==> src/rtl/tartaruga_pkg.sv <==
// Shared types for the tartaruga memory stage: instruction/stage payloads,
// access sizes, FSM states and small address-alignment helpers.
package tartaruga_pkg;

  localparam int unsigned XLEN = 32;
  localparam int unsigned BE_W = XLEN / 8;

  typedef enum logic [1:0] {
    BYTE = 2'd0,
    HALF = 2'd1,
    WORD = 2'd2
  } mem_size_t;

  typedef enum logic [1:0] {
    IDLE = 2'd0,
    REQ  = 2'd1,
    WAIT = 2'd2
  } mem_state_t;

  typedef struct packed {
    logic [XLEN-1:0] raw;
    logic            is_load;
    logic            is_store;
    mem_size_t       mem_size;
    logic            mem_unsigned;
  } instr_t;

  typedef struct packed {
    logic            valid;
    instr_t          instr;
    logic [XLEN-1:0] result;
    logic [XLEN-1:0] data_rs2;
    logic            branch_taken;
  } exe_to_mem_t;

  typedef struct packed {
    logic            valid;
    instr_t          instr;
    logic [XLEN-1:0] result;
    logic            branch_taken;
    logic            misaligned;
  } mem_to_wb_t;

  // True when the low address bits are illegal for the access size.
  function automatic logic addr_misaligned(input mem_size_t size, input logic [1:0] off);
    case (size)
      HALF:    return off[0];
      WORD:    return |off;
      default: return 1'b0;
    endcase
  endfunction

  // Byte offset with the offending low bits cleared for the access size.
  function automatic logic [1:0] align_offset(input mem_size_t size, input logic [1:0] off);
    case (size)
      HALF:    return {off[1], 1'b0};
      WORD:    return 2'b00;
      default: return off;
    endcase
  endfunction

endpackage

==> src/rtl/lsu_align.sv <==
// Combinational lane steering: store byte enables / replicated write data,
// and load lane extraction with sign or zero extension.
module lsu_align
  import tartaruga_pkg::*;
(
  input  mem_size_t       size,
  input  logic [1:0]      offset,
  input  logic [XLEN-1:0] store_data,
  input  logic [XLEN-1:0] load_word,
  input  logic            is_unsigned,
  output logic [BE_W-1:0] be,
  output logic [XLEN-1:0] wdata,
  output logic [XLEN-1:0] load_data
);

  logic [XLEN-1:0] lane;

  always_comb begin
    be    = '0;
    wdata = store_data;
    case (size)
      BYTE: begin
        be    = BE_W'(1) << offset;
        wdata = {4{store_data[7:0]}};
      end
      HALF: begin
        be    = offset[1] ? 4'b1100 : 4'b0011;
        wdata = {2{store_data[15:0]}};
      end
      default: begin
        be    = 4'b1111;
        wdata = store_data;
      end
    endcase
  end

  // Shift the addressed lane down to bit 0 before extending.
  always_comb begin
    lane      = load_word >> {offset, 3'b000};
    load_data = load_word;
    case (size)
      BYTE:    load_data = is_unsigned ? {24'b0, lane[7:0]}  : {{24{lane[7]}}, lane[7:0]};
      HALF:    load_data = is_unsigned ? {16'b0, lane[15:0]} : {{16{lane[15]}}, lane[15:0]};
      default: load_data = load_word;
    endcase
  end

endmodule

==> src/rtl/mem_stage.sv <==
// Pipeline memory stage: passes ALU results through in one cycle and runs
// loads/stores over a req/ready + rsp_valid data-memory port.
// Optional build macro: MEM_MISALIGN_TRAP_EN (trap misaligned half/word accesses).
module mem_stage
  import tartaruga_pkg::*;
(
  input  logic            clk_i,
  input  logic            rst_i,
  input  exe_to_mem_t     exe_to_mem_i,
  output logic            stall_o,
  output logic            dmem_req_o,
  input  logic            dmem_ready_i,
  output logic [XLEN-1:0] dmem_addr_o,
  output logic            dmem_we_o,
  output logic [BE_W-1:0] dmem_be_o,
  output logic [XLEN-1:0] dmem_wdata_o,
  input  logic            dmem_rsp_valid_i,
  input  logic [XLEN-1:0] dmem_rdata_i,
  output mem_to_wb_t      mem_to_wb_o
);

  mem_state_t      state_q, state_d;
  mem_to_wb_t      wb_q, wb_d;

  logic [XLEN-1:0] addr_q;
  mem_size_t       size_q;
  logic            uns_q;
  logic [XLEN-1:0] data_q;
  logic            we_q;
  instr_t          instr_q;
  logic            branch_q;

  logic            accept;
  logic            is_mem;
  logic            trap;
  logic            latch_en;
  logic [XLEN-1:0] eff_addr;
  logic [BE_W-1:0] be_c;
  logic [XLEN-1:0] wdata_c;
  logic [XLEN-1:0] load_data_c;

  assign accept = (state_q == IDLE) & exe_to_mem_i.valid;
  assign is_mem = exe_to_mem_i.instr.is_load | exe_to_mem_i.instr.is_store;

`ifdef MEM_MISALIGN_TRAP_EN
  assign trap     = is_mem & addr_misaligned(exe_to_mem_i.instr.mem_size, exe_to_mem_i.result[1:0]);
  assign eff_addr = exe_to_mem_i.result;
`else
  assign trap     = 1'b0;
  assign eff_addr = {exe_to_mem_i.result[XLEN-1:2],
                     align_offset(exe_to_mem_i.instr.mem_size, exe_to_mem_i.result[1:0])};
`endif

  assign latch_en = accept & is_mem & ~trap;

  lsu_align u_align (
    .size        (size_q),
    .offset      (addr_q[1:0]),
    .store_data  (data_q),
    .load_word   (dmem_rdata_i),
    .is_unsigned (uns_q),
    .be          (be_c),
    .wdata       (wdata_c),
    .load_data   (load_data_c)
  );

  assign stall_o      = (state_q != IDLE) | (accept & is_mem);
  assign dmem_req_o   = (state_q == REQ);
  assign dmem_addr_o  = {addr_q[XLEN-1:2], 2'b00};
  assign dmem_we_o    = we_q;
  assign dmem_be_o    = dmem_req_o ? be_c : '0;
  assign dmem_wdata_o = wdata_c;
  assign mem_to_wb_o  = wb_q;

  // Next state and next writeback payload.
  always_comb begin
    state_d = state_q;
    wb_d    = '0;
    case (state_q)
      IDLE: begin
        if (accept) begin
          if (is_mem && !trap) begin
            state_d = REQ;
          end else begin
            wb_d.valid        = 1'b1;
            wb_d.instr        = exe_to_mem_i.instr;
            wb_d.branch_taken = exe_to_mem_i.branch_taken;
            wb_d.result       = is_mem ? '0 : exe_to_mem_i.result;
            wb_d.misaligned   = trap;
          end
        end
      end
      REQ: begin
        if (dmem_ready_i) begin
          if (we_q) begin
            state_d           = IDLE;
            wb_d.valid        = 1'b1;
            wb_d.instr        = instr_q;
            wb_d.branch_taken = branch_q;
          end else begin
            state_d = WAIT;
          end
        end
      end
      WAIT: begin
        if (dmem_rsp_valid_i) begin
          state_d           = IDLE;
          wb_d.valid        = 1'b1;
          wb_d.instr        = instr_q;
          wb_d.branch_taken = branch_q;
          wb_d.result       = load_data_c;
        end
      end
      default: state_d = IDLE;
    endcase
  end

  always_ff @(posedge clk_i or posedge rst_i) begin
    if (rst_i) begin
      state_q  <= IDLE;
      wb_q     <= '0;
      addr_q   <= '0;
      size_q   <= BYTE;
      uns_q    <= 1'b0;
      data_q   <= '0;
      we_q     <= 1'b0;
      instr_q  <= '0;
      branch_q <= 1'b0;
    end else begin
      state_q <= state_d;
      wb_q    <= wb_d;
      if (latch_en) begin
        addr_q   <= eff_addr;
        size_q   <= exe_to_mem_i.instr.mem_size;
        uns_q    <= exe_to_mem_i.instr.mem_unsigned;
        data_q   <= exe_to_mem_i.data_rs2;
        we_q     <= ~exe_to_mem_i.instr.is_load;
        instr_q  <= exe_to_mem_i.instr;
        branch_q <= exe_to_mem_i.branch_taken;
      end
    end
  end

endmodule

==> config.mk <==
export PLATFORM = sky130hd
export DESIGN_NAME = mem_stage
export DESIGN_NICKNAME = d
export VERILOG_FILES = /design/src/rtl/tartaruga_pkg.sv /design/src/rtl/lsu_align.sv /design/src/rtl/mem_stage.sv
export SDC_FILE = /design/constraint.sdc
export NUM_CORES = 1
export LEC_CHECK = 0
export CAP_MARGIN = 15
export CORE_MARGIN = 8
export CORE_UTILIZATION = 45
export CTS_CLUSTER_DIAMETER = 30
export DETAILED_ROUTE_END_ITERATION = 8
export PLACE_DENSITY_LB_ADDON = 0.12
export SETUP_SLACK_MARGIN = 0.05
export SYNTH_ARGS = -nofsm -noshare
export SYNTH_HDL_FRONTEND = slang
export SYNTH_SLANG_ARGS = --single-unit
==> constraint.sdc <==
create_clock -name clk_i -period 7.6 [get_ports clk_i]
set_input_delay 1.14 -clock clk_i [delete_from_list [all_inputs] [get_ports clk_i]]
set_output_delay 1.14 -clock clk_i [all_outputs]
set_load 0.03 [all_outputs]
==> flow_summary.yaml, run 1 <==
worst_setup_path:
  arrival_ns: 2.72
  crit_path_end_kind: "output port"
  worstSetupStartpointType: "flop"
  timing_worst_setup_path_type: "flop to output port"
  crit_fanout: 28
  cp.required_ns: 6.46
  ff2ff_setup_slack_ns: 5.07
global_route:
  track_usage_pct: 20.5
  grt_pass1_wl_mm: 34.8
  grt_overflow: 0
  grt_pass1_vias: 6039
  antenna_found_initial: 1
  grt_max_degree: 111
clock_network:
  cts_max_level: 4
  clk_latency_ns: 0.42
  cts.path.max_buffers: 2
  holdBufCountCts: 0
  cts_resized: 0
  postCtsSetupRepairBufs: 0
  cts_tree: "yes"
  clkSinkCount: 176
  root_buffer: "clkbuf_16"
  cts.clk_slew.worst_paths_ns: 0.07
  cts_inserted_buffers: 17
synth:
  synth_edf_count: 0
  synth_compound_area_share_pct: 12.4
  yosysUniqueCellTypes: 44
  synth_top_family_by_area: "multiplexers"
  yosys.area_share.xor_xnor_pct: 0
  synthAdderAreaFrac_pct: 0.161
  netlist_area_sq_um: 7780
  ys.flop_type: "dfrtp_1"
  syn_area_per_cell_sq_um: 13.2
  syn_inst: 590
  yosys_warnings: 0
  ys_ff_latch: 176
  muxShareOfSynthArea_pct: 19.0
  synth.yosys.seq_area_share_pct: 56.6
  synthArstFlopShare_pct: 100
  synthSimpleGateAreaFrac_pct: 4.55
layout:
  nNetsFinal: 952
  fillers: 1295
  postLayoutCellArea_sq_um: 11000
  fin_util_pct: 64.1
  layout-drive-gt1-share_pct: 19.4
  stdcell_count: 1050
  area_delta_synth_final_pct: 41.1
  antennaDiodeCount: 0
power:
  max-vdd-ir-drop_v: 0.000308
  p_per_area_nw_per_um2: 424
  p_leak_nw: 4.67
floorplanning:
  io_pins: 282
  die_w_um: 147
  start_util_pct: 45.5
  core-area_sq_um: 17100
  rows: 48
  die_h_um: 147
  die_area_sq_um: 21800
route:
  vias: 5563
  drcViolationCount: 0
  drt_wl_total_mm: 22.3
  avgViaCountPerCell: 5.30
  drtIter0Drc: 287
  first_pass_iters: 5
  wire_per_inst_um: 21.3
  ant_nets: 0
min_path:
  hold_class: "flop to flop"
placement:
  post-dp-hpwl_mm: 16.4
  placed_area_sq_um: 10400
  gp_congestion: 0.815
  portBuffers: 278
  dp.cells: 1018
timing:
  period_needed_ns: 3.86
  finalSetupViolCount: 0
  finalCritPeriodShare_pct: 50.8
  hold_viol_final: 0
  rsz0062_at_grt: "no"
  slew_violations: 0
  relSlewSlack_pct: 33.8
  worst_slew_pin_slew_ns: 0.989
  clock.fmax_ghz: 0.259
  setup_tns_ns: 0
  fin_skew_ns: 0.0121
run:
  maxCapViolCount: 0
run_status:
  status: "completed"
[area by class of cell]
cell class | count | area [sq um] | share of cell area, %
Tap cell | 225 | 282 | 2.56
Timing Repair Buffer | 283 | 2820 | 25.7
Clock buffer | 20 | 467 | 4.25
Multi-Input combinational cell | 327 | 2830 | 25.8
Inverter | 7 | 31.3 | 0.285
Sequential cell | 176 | 4400 | 40.1
Clock inverter | 12 | 144 | 1.31
[stage by stage]
step	hold slack, ns	setup WS, ns	power, mW
after floorplan	0.447	1.69	3.05
after global placement	0.469	3.97	3.74
after detailed placement	0.473	3.96	3.79
after CTS	0.483	3.68	4.70
after global routing	0.506	3.61	4.89
final	0.481	3.74	4.65
[state kept, by name (all words and copies together) (netlist names)]
| register | count |
|---|---|
| addr_q | 32 |
| branch_q | 1 |
| data_q | 32 |
| dmem_we_o | 1 |
| instr_q | 37 |
| mem_to_wb_o | 71 |
| state_q | 2 |
[per-layer routing]
metal | share of wire (%) | vias up | routed length (um) | GRT usage [%]
met3 | 8.9 | 24 | 1990 | 8.07
met1 | 40 | 2773 | 8980 | 23.8
met5 | 0.058 | - | 13 | 0
li1 | - | 2547 | - | -
met2 | 49 | 217 | 11000 | 34.4
met4 | 1.5 | 2 | 332 | 6.12
[power breakdown]
part / internal [mW] / total [mW] / leakage (nW) / switching [mW]
logic: 1.03 / 2.19 / 2.17 / 1.16
registers: 1.29 / 1.56 / 2.21 / 0.269
clock network: 0.520 / 0.899 / 0.302 / 0.379
[cell families after synthesis]
group                    count (synthesis)
other                                    1
AND/OR/NAND/NOR                         71
adder cells (fa/ha/maj)                  1
flip-flops                             176
AO/OA/AOI/OAI                          119
multiplexers                           133
buffers and inverters                   89
[cells in the final DEF (no fill, tap or decap), types with 2 or more instances in the layout]
cell / Yosys / routed
a22o_1: 44 / 44
conb_1: 1 / 3
clkbuf_8: 0 / 3
buf_4: 46 / 5
a221o_1: 24 / 24
nor2_2: 2 / 2
clkdlybuf4s50_1: 0 / 278
inv_6: 0 / 6
o2bb2ai_1: 6 / 6
o21ai_0: 24 / 24
dfrtp_1: 176 / 176
a22oi_1: 7 / 7
bufinv_16: 0 / 2
inv_1: 6 / 5
inv_8: 0 / 2
clkinv_2: 0 / 2
nand3b_1: 2 / 2
nand2b_1: 2 / 2
clkbuf_16: 0 / 17
a31oi_1: 2 / 2
nand2_1: 19 / 19
and2_1: 2 / 2
mux2_2: 114 / 114
nor2b_1: 11 / 11
mux2i_1: 17 / 17
o211ai_1: 2 / 2
nor2_1: 18 / 18
nand3_1: 8 / 8
a21oi_1: 3 / 3
[synthesized netlist by cell type, drive strengths merged, types with 7 or more instances]
master    n  share of area (%)
clkbuf   11               0.53
nand2    19               0.92
a22o     44                5.0
nor2     20                1.0
o21ai    24                1.5
nand3     8               0.51
mux2    116                 17
a221o    24                3.1
a22oi     7               0.68
buf      71                6.3
mux2i    17                2.2
dfrtp   176                 57
nor2b    11               0.88
[worst paths after layout]
path | cells past startpoint | startpoint | end
max in group asynchronous | 3 | rst_i | mem_to_wb_o[69]
min reg2reg | 1 | instr_q[7] | mem_to_wb_o[41]
min in group asynchronous | 2 | rst_i | addr_q[10]
min | 1 | instr_q[7] | mem_to_wb_o[41]
max | 4 | instr_q[2] | dmem_wdata_o[11]
max reg2reg | 5 | instr_q[2] | mem_to_wb_o[31]
[worst max-delay path, cell delays in order, from the launching register on]
cell,delay [ns]
dfrtp_1,0.55
buf_4,0.31
nor2_2,0.42
mux2_2,0.40
clkdlybuf4s50_1,0.61
Note: power is estimated with default switching activity, not from simulation.
==> run 2: changes to the inputs <==
==> constraint.sdc (replaced) <==
create_clock -name clk_i -period 3.6 [get_ports clk_i]
set_input_delay 0.54 -clock clk_i [delete_from_list [all_inputs] [get_ports clk_i]]
set_output_delay 0.54 -clock clk_i [all_outputs]
set_load 0.03 [all_outputs]
==> run 2 against run 1 <==
Compared with the run above: global-route usage fell by 0.23 points; combinational power up 110%; sequential share of layout area down 0.15 points; register-to-register slack worse by 3.7 ns; non-clock buffer count is 6 higher; cell area is 0.39% higher; count of clock-buffer cells in the layout down 2; core utilization is 0.25 points higher; critical endpoint is now dmem_wdata_o[13]; largest cell class unchanged; highest routed layer is now met4.
==> flow_summary.yaml, run 2 (synthesized netlist as in run 1, its figures left out) <==
timing:
  rsz0062_at_grt: "no"
  period_needed_ns: 3.06
  setup_tns_ns: 0
  worst_slew_pin_slew_ns: 0.910
  finalSetupViolCount: 0
  clock.fmax_ghz: 0.327
  finalCritPeriodShare_pct: 85.0
  hold_viol_final: 0
  relSlewSlack_pct: 39.3
  fin_skew_ns: 0.0109
  slew_violations: 0
  holdWs_ns: 0.481
route:
  vias: 5589
  drcViolationCount: 0
  ant_nets: 0
  drt_wl_total_mm: 22.4
  drtIter0Drc: 268
  first_pass_iters: 5
  avgViaCountPerCell: 5.29
  wire_per_inst_um: 21.2
placement:
  gp_congestion: 0.814
  portBuffers: 278
  post-dp-hpwl_mm: 16.9
clock_network:
  postCtsSetupRepairBufs: 0
  cts_inserted_buffers: 17
  cts_resized: 0
  clk_latency_ns: 0.42
  clkSinkCount: 176
  cts.clk_slew.worst_paths_ns: 0.07
  cts.path.max_buffers: 2
  cts_max_level: 4
  root_buffer: "clkbuf_16"
  holdBufCountCts: 0
  cts_tree: "yes"
floorplanning:
  io_pins: 282
  die_area_sq_um: 21800
  start_util_pct: 45.5
  die_h_um: 147
  core-area_sq_um: 17100
  die_w_um: 147
  rows: 48
layout:
  final_cell_mix: "clkdlybuf4s50_1, dfrtp_1, mux2_2"
  nNetsFinal: 958
  area_delta_synth_final_pct: 41.6
  final_common_cell: "clkdlybuf4s50_1"
  antennaDiodeCount: 0
  largest_reg_flops: 71
  layout-drive-gt1-share_pct: 20.0
global_route:
  grt_overflow: 0
  grt_pass1_vias: 6086
  grt_pass1_wl_mm: 34.6
  antenna_found_initial: 0
  track_usage_pct: 20.3
  grt_max_degree: 77
worst_setup_path:
  timing_worst_setup_path_type: "flop to output port"
  worstSetupStartpointType: "flop"
  arrival_ns: 2.52
  ff2ff_setup_slack_ns: 1.34
  crit_path_end_kind: "output port"
  cp.required_ns: 3.06
  crit_fanout: 16
run:
  maxCapViolCount: 0
power:
  max-vdd-ir-drop_v: 0.000790
  p_leak_nw: 4.69
  p_per_area_nw_per_um2: 884
run_status:
  status: "completed"
min_path:
  hold_class: "flop to flop"
-- run 2: worst max-delay path: stages (launching register included) --
cell	delay (ns)
dfrtp_1	0.59
nor2_2	0.50
mux2_2	0.40
clkdlybuf4s50_1	0.60
-- run 2: per-layer routing --
layer / track usage [%] / part of all wire (%)
met5: 0 / 0
met4: 5.66 / 1.5
met3: 8.65 / 10
met2: 34.4 / 49
met1: 22.9 / 39
-- run 2: worst paths after layout --
check | from | cells after the start | endpoint
worst max-delay path | instr_q[2] | 3 | dmem_wdata_o[13]
worst min-delay path | instr_q[3] | 1 | mem_to_wb_o[37]
worst max register to register | instr_q[2] | 4 | mem_to_wb_o[31]
worst min register to register | instr_q[3] | 1 | mem_to_wb_o[37]
max in group asynchronous | rst_i | 3 | data_q[15]
min in group asynchronous | rst_i | 2 | mem_to_wb_o[33]
-- run 2: report_power, final --
part	leakage [nW]	total [mW]	switching [mW]	internal (mW)
sequential	2.21	3.27	0.544	2.73
combinational	2.20	4.65	2.46	2.19
clock	0.285	1.82	0.824	0.997
-- run 2: stage by stage --
stage	util [%]	cell area, sq um	total power [mW]	std cells	worst slack [ns]
after global routing	64.4	11000	10.2	1056	0.429
after CTS	64.4	11000	9.85	1056	0.531
after global placement	60.9	10400	7.90	1024	1.04
after floorplan	-	7790	6.44	592	0.807
final	64.4	11000	9.75	1056	0.541
after detailed placement	60.9	10400	8.00	1024	0.986
-- run 2: layout make-up --
class                           instances  area [sq um]
Multi-Input combinational cell        327          2830
Timing Repair Buffer                  289          2890
Clock inverter                         14           151
Clock buffer                           18           439
Inverter                                7          30.0
Tap cell                              225           282
Sequential cell                       176          4400
Fill cell                            1352          6090
